===== src/rtl/muladd_pkg.sv =====
// muladd_pkg: shared sizes, FSM state type and helpers for the PE multiply-add scheduler
package muladd_pkg;
    localparam int LANES  = 8;
    localparam int OP_W   = 16;
    localparam int ACC_W  = 32;
    localparam int CNT_W  = 4;
    localparam int LANE_W = 2 * OP_W;
    localparam int LCNT_W = $clog2(LANES);

    typedef enum logic [1:0] {S_IDLE, S_MAC, S_OUT} sched_state_t;
    typedef logic [ACC_W-1:0] acc_t;

    // a programmed length of zero still produces one result per vector
    function automatic logic [CNT_W-1:0] eff_len(input logic [CNT_W-1:0] len);
        return (len == '0) ? CNT_W'(1) : len;
    endfunction
endpackage


===== src/rtl/muladd_pe_sched_if.sv =====
// muladd_pe_sched_if: operand-vector and result valid/ready channels of the PE scheduler
interface muladd_pe_sched_if;
    import muladd_pkg::*;
    logic                    vec_valid_i;
    logic [LANES*LANE_W-1:0] vec_data_i;
    logic                    vec_ready_o;
    logic                    result_valid_o;
    acc_t                    result_payload_o;
    logic                    result_ready_i;

    modport slave (
        input  vec_valid_i, vec_data_i, result_ready_i,
        output vec_ready_o, result_valid_o, result_payload_o
    );
    modport master (
        output vec_valid_i, vec_data_i, result_ready_i,
        input  vec_ready_o, result_valid_o, result_payload_o
    );
endinterface


===== src/rtl/muladd_mac_lane.sv =====
// muladd_mac_lane: unsigned a*b added to a running sum, wrapping modulo 2^ACC_W
module muladd_mac_lane
    import muladd_pkg::*;
(
    input  logic [OP_W-1:0] a,
    input  logic [OP_W-1:0] b,
    input  acc_t            acc_in,
    output acc_t            acc_out
);
    logic [2*OP_W-1:0] prod;

    assign prod    = a * b;
    assign acc_out = acc_in + acc_t'(prod);
endmodule


===== src/rtl/muladd_pe_sched.sv =====
// muladd_pe_sched: streams the lanes of each operand vector through one shared MAC and
// emits the sum accumulated over a configurable number of vectors
module muladd_pe_sched
    import muladd_pkg::*;
(
    input  logic             clk_pe,
    input  logic             rst_n,
    muladd_pe_sched_if.slave bus,
    input  logic [CNT_W-1:0] cfg_acc_len_i,
    output logic             busy_o
);
    sched_state_t            state_q, state_d;
    logic [LANES*LANE_W-1:0] vec_q;
    logic [LCNT_W-1:0]       lane_cnt;
    logic [CNT_W-1:0]        vec_cnt, len_q;
    acc_t                    acc, mac_out, payload_q;
    logic [OP_W-1:0]         op_a, op_b;
    logic                    accept, last_lane, last_vec;

    assign op_a      = vec_q[lane_cnt*LANE_W +: OP_W];
    assign op_b      = vec_q[lane_cnt*LANE_W+OP_W +: OP_W];
    assign accept    = (state_q == S_IDLE) & bus.vec_valid_i;
    assign last_lane = lane_cnt == LCNT_W'(LANES-1);
    assign last_vec  = vec_cnt == len_q - 1'b1;

    assign bus.vec_ready_o      = (state_q == S_IDLE) & rst_n;
    assign bus.result_valid_o   = state_q == S_OUT;
    assign bus.result_payload_o = payload_q;
    assign busy_o               = (state_q != S_IDLE) | (vec_cnt != '0);

    muladd_mac_lane u_mac (
        .a       (op_a),
        .b       (op_b),
        .acc_in  (acc),
        .acc_out (mac_out)
    );

    always_comb begin
        state_d = state_q;
        case (state_q)
            S_IDLE:  state_d = accept ? S_MAC : S_IDLE;
            S_MAC:   if (last_lane) state_d = last_vec ? S_OUT : S_IDLE;
            S_OUT:   if (bus.result_ready_i) state_d = S_IDLE;
            default: state_d = S_IDLE;
        endcase
    end

    always_ff @(posedge clk_pe) begin
        if (!rst_n) begin
            state_q   <= S_IDLE;
            vec_q     <= '0;
            lane_cnt  <= '0;
            vec_cnt   <= '0;
            len_q     <= '0;
            acc       <= '0;
            payload_q <= '0;
        end else begin
            state_q <= state_d;
            if (accept) begin
                vec_q    <= bus.vec_data_i;
                lane_cnt <= '0;
                if (vec_cnt == '0) len_q <= eff_len(cfg_acc_len_i);
            end
            if (state_q == S_MAC) begin
                acc      <= mac_out;
                lane_cnt <= lane_cnt + 1'b1;
                if (last_lane && last_vec) begin
                    payload_q <= mac_out;
                    vec_cnt   <= '0;
                end else if (last_lane) begin
                    vec_cnt <= vec_cnt + 1'b1;
                end
            end
            // acc is kept between vectors of one result and cleared once the result is taken
            if (state_q == S_OUT && bus.result_ready_i) acc <= '0;
        end
    end
endmodule


===== src/flat_wrapper.sv =====
// flat-port wrapper written by rule: the top's interface ports become plain ports
module muladd_pe_sched_flat import muladd_pkg::*;
  (clk_pe, rst_n, cfg_acc_len_i, busy_o, bus_vec_valid_i, bus_vec_data_i, bus_result_ready_i, bus_vec_ready_o, bus_result_valid_o, bus_result_payload_o);
  muladd_pe_sched_if bus_i ();
  input  logic clk_pe;
  input  logic rst_n;
  input  logic [CNT_W-1:0] cfg_acc_len_i;
  output logic busy_o;
  input wire logic [$bits(bus_i.vec_valid_i)-1:0] bus_vec_valid_i;
  input wire logic [$bits(bus_i.vec_data_i)-1:0] bus_vec_data_i;
  input wire logic [$bits(bus_i.result_ready_i)-1:0] bus_result_ready_i;
  output wire logic [$bits(bus_i.vec_ready_o)-1:0] bus_vec_ready_o;
  output wire logic [$bits(bus_i.result_valid_o)-1:0] bus_result_valid_o;
  output wire logic [$bits(bus_i.result_payload_o)-1:0] bus_result_payload_o;
  assign bus_i.vec_valid_i = bus_vec_valid_i;
  assign bus_i.vec_data_i = bus_vec_data_i;
  assign bus_i.result_ready_i = bus_result_ready_i;
  assign bus_vec_ready_o = bus_i.vec_ready_o;
  assign bus_result_valid_o = bus_i.result_valid_o;
  assign bus_result_payload_o = bus_i.result_payload_o;
  muladd_pe_sched u_core (.clk_pe(clk_pe), .rst_n(rst_n), .bus(bus_i), .cfg_acc_len_i(cfg_acc_len_i), .busy_o(busy_o));
endmodule

===== config.mk =====
export PLATFORM = sky130hd
export DESIGN_NAME = muladd_pe_sched_flat
export DESIGN_NICKNAME = d
export VERILOG_FILES = /design/src/rtl/muladd_pkg.sv /design/src/rtl/muladd_pe_sched_if.sv /design/src/rtl/muladd_mac_lane.sv /design/src/rtl/muladd_pe_sched.sv /design/src/flat_wrapper.sv
export SDC_FILE = /design/constraint.sdc
export NUM_CORES = 1
export LEC_CHECK = 0
export ABC_AREA = 1
export BUFFER_PORTS_ARGS = -buffer_cell sky130_fd_sc_hd__clkbuf_2
export CORE_AREA = 3 3 288 177
export CTS_CLUSTER_SIZE = 12
export DETAILED_ROUTE_END_ITERATION = 8
export DIE_AREA = 0 0 291 180
export GPL_TIMING_DRIVEN = 0
export PLACE_DENSITY = 0.7
export SLEW_MARGIN = 15
export SYNTH_ARGS = -nofsm -noshare
export SYNTH_HDL_FRONTEND = slang
export SYNTH_SLANG_ARGS = --single-unit

===== constraint.sdc =====
create_clock -name clk_pe -period 11.7 [get_ports clk_pe]
set_input_delay 2.34 -clock clk_pe [delete_from_list [all_inputs] [get_ports clk_pe]]
set_output_delay 2.34 -clock clk_pe [all_outputs]
set_load 0.005 [all_outputs]

==> results.toml, run 1 <==
[routing]
via_per_inst = 5.47
drt_first_pass_iters = 5
initialDrtViolationCount = 2913
wl_per_cell_um = 20.6
ant_nets = 0
wirelength_mm = 90.4
remaining_drc_errors = 0
vias = 23955

[global_routing]
track_usage = 0.342
grt_pass1_wl_mm = 136
grt_max_degree = 13
grtUsageMet3 = 0.120
grt_pass1_vias = 22544
gr-total-overflow = 0
met2_usage = 0.451
grt_antenna_before_repair = 1
grt-busiest-layer = "met1"
met1_usage = 0.530

[clocking]
cts_resized = 0
h-tree-depth = 2
cts_tree = "done"
cts.sinks = 333
cts_setup_buffers = 0
cts-root-buf = "clkbuf_16"
clk-insertion-delay-late_ns = 0.57
cts_hold_buffers = 0
clockBufferDepth = 3
cts_inserted_buffers = 36
clkTransAtPathRegs_ns = 0.07

[synth]
synth_compound_area_frac = 0.124
yosysWarnings = 0
yosysSeqAreaShare = 0.276
synth_seq_cells = 333
synth_top_cell_by_area = "dfxtp_1"
syn_inst = 3382
synthXorXnorAreaFrac = 0.00508
synth_top_family_by_area = "adder cells"
synth_area_leaders = "dfxtp_1 (28%), fa_1 (19%), nor2_1 (14%), inv_1 (8.5%), nand2_1 (7.4%)"
synthMuxAreaShare = 0
postSynthAreaPerCell_um2 = 7.14
async_reset_ff_frac = 0
syn_nets = 3975
synth-main-ff-cell = "dfxtp_1"
synth_edf_count = 0
yosys.area_share.simple = 0.231
synth_adder_area_share = 0.241
synth_top_area_frac = 0.276
yosys.cell_types.count = 36
syn_area_um2 = 24100

[sta]
report.final.slew_viol_count = 0
fmax_ghz = 0.126
totalNegativeSetupSlack_ns = 0
fin_crit_ns = 7.93
final-setup-viol-count = 0
grt_setup_unrepaired = "false"
post-route-period-util = 0.678
max_slew_margin = 0.300
hold_violations = 0
tightestPinTransition_ns = 1.05
fin_worst_skew_ns = 0.0353

[pwr]
p_per_area_nw_per_um2 = 250
seqPwrFrac = 0.189
p_int_mw = 3.35
power_switching_mw = 3.53
switching_share = 0.513
power_leakage_nw = 13.7
comb_power_share = 0.647
max-vdd-ir-drop_mv = 0.255
p_clk_frac = 0.164
total_power_mw = 6.89

[min_path]
hold_path_class = "register to register"

[worst_setup_path]
worstSetupEndpointType = "register"
critPathKind = "register to register"
r2r_setup_slack_ns = 3.77
worstSetupStartpoint = "u_core.lane_cnt[1]"
cp_data_arrival_time_ns = 8.38
crit_path_max_incr_delay_ns = 0.58
r2r-end = "u_core.acc[28]"
startpoint_type = "register"
cp_common_cell = "fa_1"
crit_cells = 27
worstRegToRegCells = 27
crit_path_max_fanout = 10
crit_end = "u_core.acc[28]"
cp_num_buf_inv = 8
critPathRequiredTime_ns = 12.15
reg2reg_from = "u_core.lane_cnt[1]"
path_delay_family = "adder cells"
slowest_stage = "clkbuf_1"

[layout]
area_delta_synth_final_pct = 14.1
drive_gt1_frac = 0.120
nets = 4310

[floorplan]
coreArea_um2 = 48800
std_cell_rows = 63
fp.dieW_um = 291
io_pins = 299
start_util = 0.495
die_y_um = 180
fp.dieArea_um2 = 52400

[run_status]
status = "complete, no violations"

[placement]
place.gp.congestion = 1.02
port_buffers = 297
dp_hpwl_mm = 74.1

[flow_run]
maxCapViolCount = 0
==> registers in the layout, summed over array words and instances (netlist names) <==
register	flops
u_core.acc	32
u_core.bus.result_payload_o	32
u_core.lane_cnt	3
u_core.len_q	4
u_core.state_q	2
u_core.vec_cnt	4
u_core.vec_q	256
==> cells in the mapped netlist (2+ instances only) <==
cell type,count
o21ai_1,12
nand3b_1,5
nand2_1,475
dfxtp_1,333
o21ai_2,13
nand4_1,4
o21ai_4,8
o21bai_1,2
and2_1,4
buf_4,20
fa_1,225
clkbuf_1,95
o21ai_0,334
inv_1,544
o211ai_1,2
ha_1,104
or2_2,2
xor2_1,9
buf_6,7
xnor2_1,5
inv_2,10
buf_1,16
buf_2,35
o32ai_1,64
a21oi_1,80
a211oi_1,2
clkinv_1,3
nor2_1,890
a21o_1,2
inv_4,7
nand3_1,65
==> power by group through the flow <==
stage / registers [mW] / clock network [mW] / logic [mW]
after detailed placement: 1.33 / 0 / 4.32
after global routing: 1.31 / 1.18 / 5.08
final: 1.30 / 1.13 / 4.45
after global placement: 1.32 / 0 / 4.29
after floorplan: 1.31 / 0 / 3.17
after CTS: 1.30 / 1.13 / 4.35
==> layout make-up <==
cell class              count  area, um^2
plain buffers             173         821
fillers                  4825       21300
diodes                      4        10.0
clock inverters             9         163
well taps                 650         813
repair buffers            297        1490
multi-input cells        2312       14500
clock buffers              40         936
flip-flops and latches    333        6670
inverters                 564        2130
==> layout by cell type, fill, tap and decap left out, types with 16 or more instances in the layout <==
cell       synthesis  routed
buf_4             20      20
clkbuf_16          0      36
nand2_1          475     475
nor2_1           890     890
nand3_1           65      65
inv_1            544     544
buf_1             16      16
clkbuf_1          95      97
a21oi_1           80      80
o21ai_0          334     334
fa_1             225     225
ha_1             104     104
buf_2             35      35
clkbuf_2           0     297
o32ai_1           64      64
dfxtp_1          333     333
==> logic make-up after synthesis <==
kind of cell             Yosys count
XOR/XNOR                          14
flip-flops                       333
AND/OR/NAND/NOR                 1449
buffers and inverters            737
adder cells (fa/ha/maj)          329
AO/OA/AOI/OAI                    520
==> how the worst min path moves through the flow <==
| stage | from | end | depth (start not counted) |
|---|---|---|---|
| final | u_core.bus.result_payload_o[9] | u_core.bus.result_payload_o[9] | 2 |
| after global routing | u_core.bus.result_payload_o[16] | u_core.bus.result_payload_o[16] | 2 |
| after CTS | u_core.acc[4] | u_core.acc[4] | 2 |
| after detailed placement | u_core.acc[4] | u_core.acc[4] | 2 |
| after global placement | u_core.acc[3] | u_core.acc[3] | 2 |
| after floorplan | u_core.acc[4] | u_core.acc[4] | 2 |
==> worst min-delay path: stages, from the launching register on <==
cell,delay (ns)
dfxtp_1,0.31
nand2_1,0.06
a21oi_1,0.05
==> layer usage <==
| metal | wire, um | share of wire | up-vias |
|---|---|---|---|
| met4 | 2150 | 0.024 | 0 |
| met5 | 0 | 0 | - |
| met1 | 41000 | 0.45 | 11394 |
| met2 | 33600 | 0.37 | 1415 |
| met3 | 13700 | 0.15 | 143 |
| li1 | - | - | 11003 |
==> stage by stage <==
stage	cell area, um^2	cells	utilization	setup slack, ns	hold slack [ns]
2_1_floorplan	24100	3382	-	5.76	0.441
3_3_place_gp	26400	4329	0.542	4.14	0.457
3_5_place_dp	26400	4329	0.542	4.17	0.456
4_1_cts	27500	4378	0.564	4.12	0.464
5_1_grt	27500	4379	0.564	3.52	0.483
6_report	27500	4382	0.564	3.77	0.466
(Power assumes the default switching activity.)
==> run 2, diff against run 1 <==
PLACE_DENSITY = 0.72   (was 0.7)
clock period = 6.6 ns   (was 11.7 ns; I/O delays follow)
==> results.toml, run 2 (synthesized netlist as in run 1, its figures left out) <==
[clocking]
cts.sinks = 333
clockBufferDepth = 3
cts_tree = "done"
clk-insertion-delay-late_ns = 0.58
cts-root-buf = "clkbuf_16"
cts_inserted_buffers = 35
h-tree-depth = 2
cts_hold_buffers = 0
clkTransAtPathRegs_ns = 0.06

[placement]
place.gp.congestion = 1.01
dp_hpwl_mm = 73.1
placed_area_um2 = 26400
detailedPlace.worstSlack_ns = -0.921
dpl.cell_count = 4329
port_buffers = 297

[floorplan]
fp.dieArea_um2 = 52400
std_cell_rows = 63
coreArea_um2 = 48800
start_util = 0.495
die_y_um = 180
fp.dieW_um = 291
io_pins = 299

[global_routing]
met2_usage = 0.449
met1_usage = 0.498
grt_max_degree = 13
grt_antenna_before_repair = 0
grt-busiest-layer = "met1"
gr-total-overflow = 0
grt_pass1_vias = 22984
track_usage = 0.340
grt_pass1_wl_mm = 135
grtUsageMet3 = 0.152

[sta]
tightestPinTransition_ns = 0.992
report.final.slew_viol_count = 0
fin_crit_ns = 6.66
grt_setup_unrepaired = "true"
fin_worst_skew_ns = 0.0476
fmax_ghz = 0.150
max_slew_margin = 0.339
timing.hold.ws_ns = 0.463
final-setup-viol-count = 7
post-route-period-util = 1.01
hold_violations = 0
fin_ws_ns = -0.0554

[routing]
drt_first_pass_iters = 6
initialDrtViolationCount = 3271
wirelength_mm = 93.1
ant_nets = 0
via_per_inst = 5.54
wl_per_cell_um = 20.9
vias = 24679
remaining_drc_errors = 0

[min_path]
holdPathEnd = "u_core.bus.result_payload_o[18]"
min-delay-start = "u_core.bus.result_payload_o[18]"
hold_path_class = "register to register"
hold_depth = 2

[worst_setup_path]
cp_data_arrival_time_ns = 7.11
reg2reg_from = "u_core.lane_cnt[0]"
slowest_stage = "fa_1"
cp_num_buf_inv = 11
r2r_setup_slack_ns = -0.06
worstRegToRegCells = 31
critPathRequiredTime_ns = 7.06
path_delay_family = "adder cells"
r2r-end = "u_core.acc[29]"
crit_path_max_incr_delay_ns = 0.51
startpoint_type = "register"
worstSetupEndpointType = "register"
cp_common_cell = "inv_1"
critPathKind = "register to register"
crit_path_max_fanout = 10

[layout]
final_common_cell = "nor2_1"
regMostFlops = "u_core.vec_q"
finalInstanceArea_um2 = 29700
final-seq-area_um2 = 6670
layout_common_cells = "nor2_1 (861), inv_1 (530), nand2_1 (428), dfxtp_1 (331), o21ai_0 (325)"
largest_register_ffs = 256
finalNonFillerCells = 4455
drive_gt1_frac = 0.187
area_delta_synth_final_pct = 23.1
n_fill_cell = 4453
nets = 4387
multi_input_area_um2 = 15600
antenna_cells = 0

[run_status]
violations = "setup timing"
status = "finished, violations left"

[pwr]
p_per_area_nw_per_um2 = 505
power_leakage_nw = 14.5
max-vdd-ir-drop_mv = 0.674
total_power_mw = 15.0

[flow_run]
maxCapViolCount = 0
run 2: final cells by class:
cell class,count,area share
Buffer,173,0.0394
Clock buffer,40,0.0304
Clock inverter,8,0.00446
Inverter,564,0.0723
Multi-Input combinational cell,2312,0.526
Sequential cell,333,0.225
Tap cell,650,0.0274
Timing Repair Buffer,375,0.0760
run 2: tightest hold or removal path, cell delays in order, from the launching register on:
cell and delay, ns:
dfxtp_1 0.30, nand2_1 0.06, a21oi_1 0.05
run 2: worst max-delay path by stage:
| stage | start | slack (ns) | cells past startpoint | end |
|---|---|---|---|---|
| 5_1_grt | u_core.lane_cnt[0] | -0.24 | 31 | u_core.acc[29] |
| 2_1_floorplan | u_core.lane_cnt[0] | 0.66 | 31 | u_core.acc[15] |
| 3_3_place_gp | u_core.lane_cnt[0] | -0.89 | 28 | u_core.acc[28] |
| 4_1_cts | u_core.lane_cnt[0] | -0.02 | 28 | u_core.acc[26] |
| 3_5_place_dp | u_core.lane_cnt[0] | -0.92 | 28 | u_core.acc[28] |
| 6_report | u_core.lane_cnt[0] | -0.06 | 31 | u_core.acc[29] |
run 2: per-stage QoR:
step | utilization | TNS [ns]
after floorplan | - | 0
after global placement | 0.542 | -29.17
after detailed placement | 0.542 | -30.83
after CTS | 0.583 | -0.0212
after global routing | 0.609 | -3.96
final | 0.609 | -0.215
run 2: routing by layer:
| metal | wire (um) | vias up |
|---|---|---|
| met5 | 114 | - |
| met2 | 35600 | 1615 |
| met1 | 39900 | 11704 |
| met4 | 2840 | 2 |
| li1 | - | 11163 |
| met3 | 14600 | 195 |
run 2: power by group:
part	internal, mW	switching, mW
registers	2.21	0.108
clock network	1.03	0.888
logic	4.08	6.71
total	7.31	7.71
run 2: what timing repair did:
action / in CTS / in global routing
pin swaps: 28 / 57
setup endpoints to repair: 46 / 44
gates cloned: 1 / 4
resized for setup: 169 / 203
setup buffers: 34 / 39
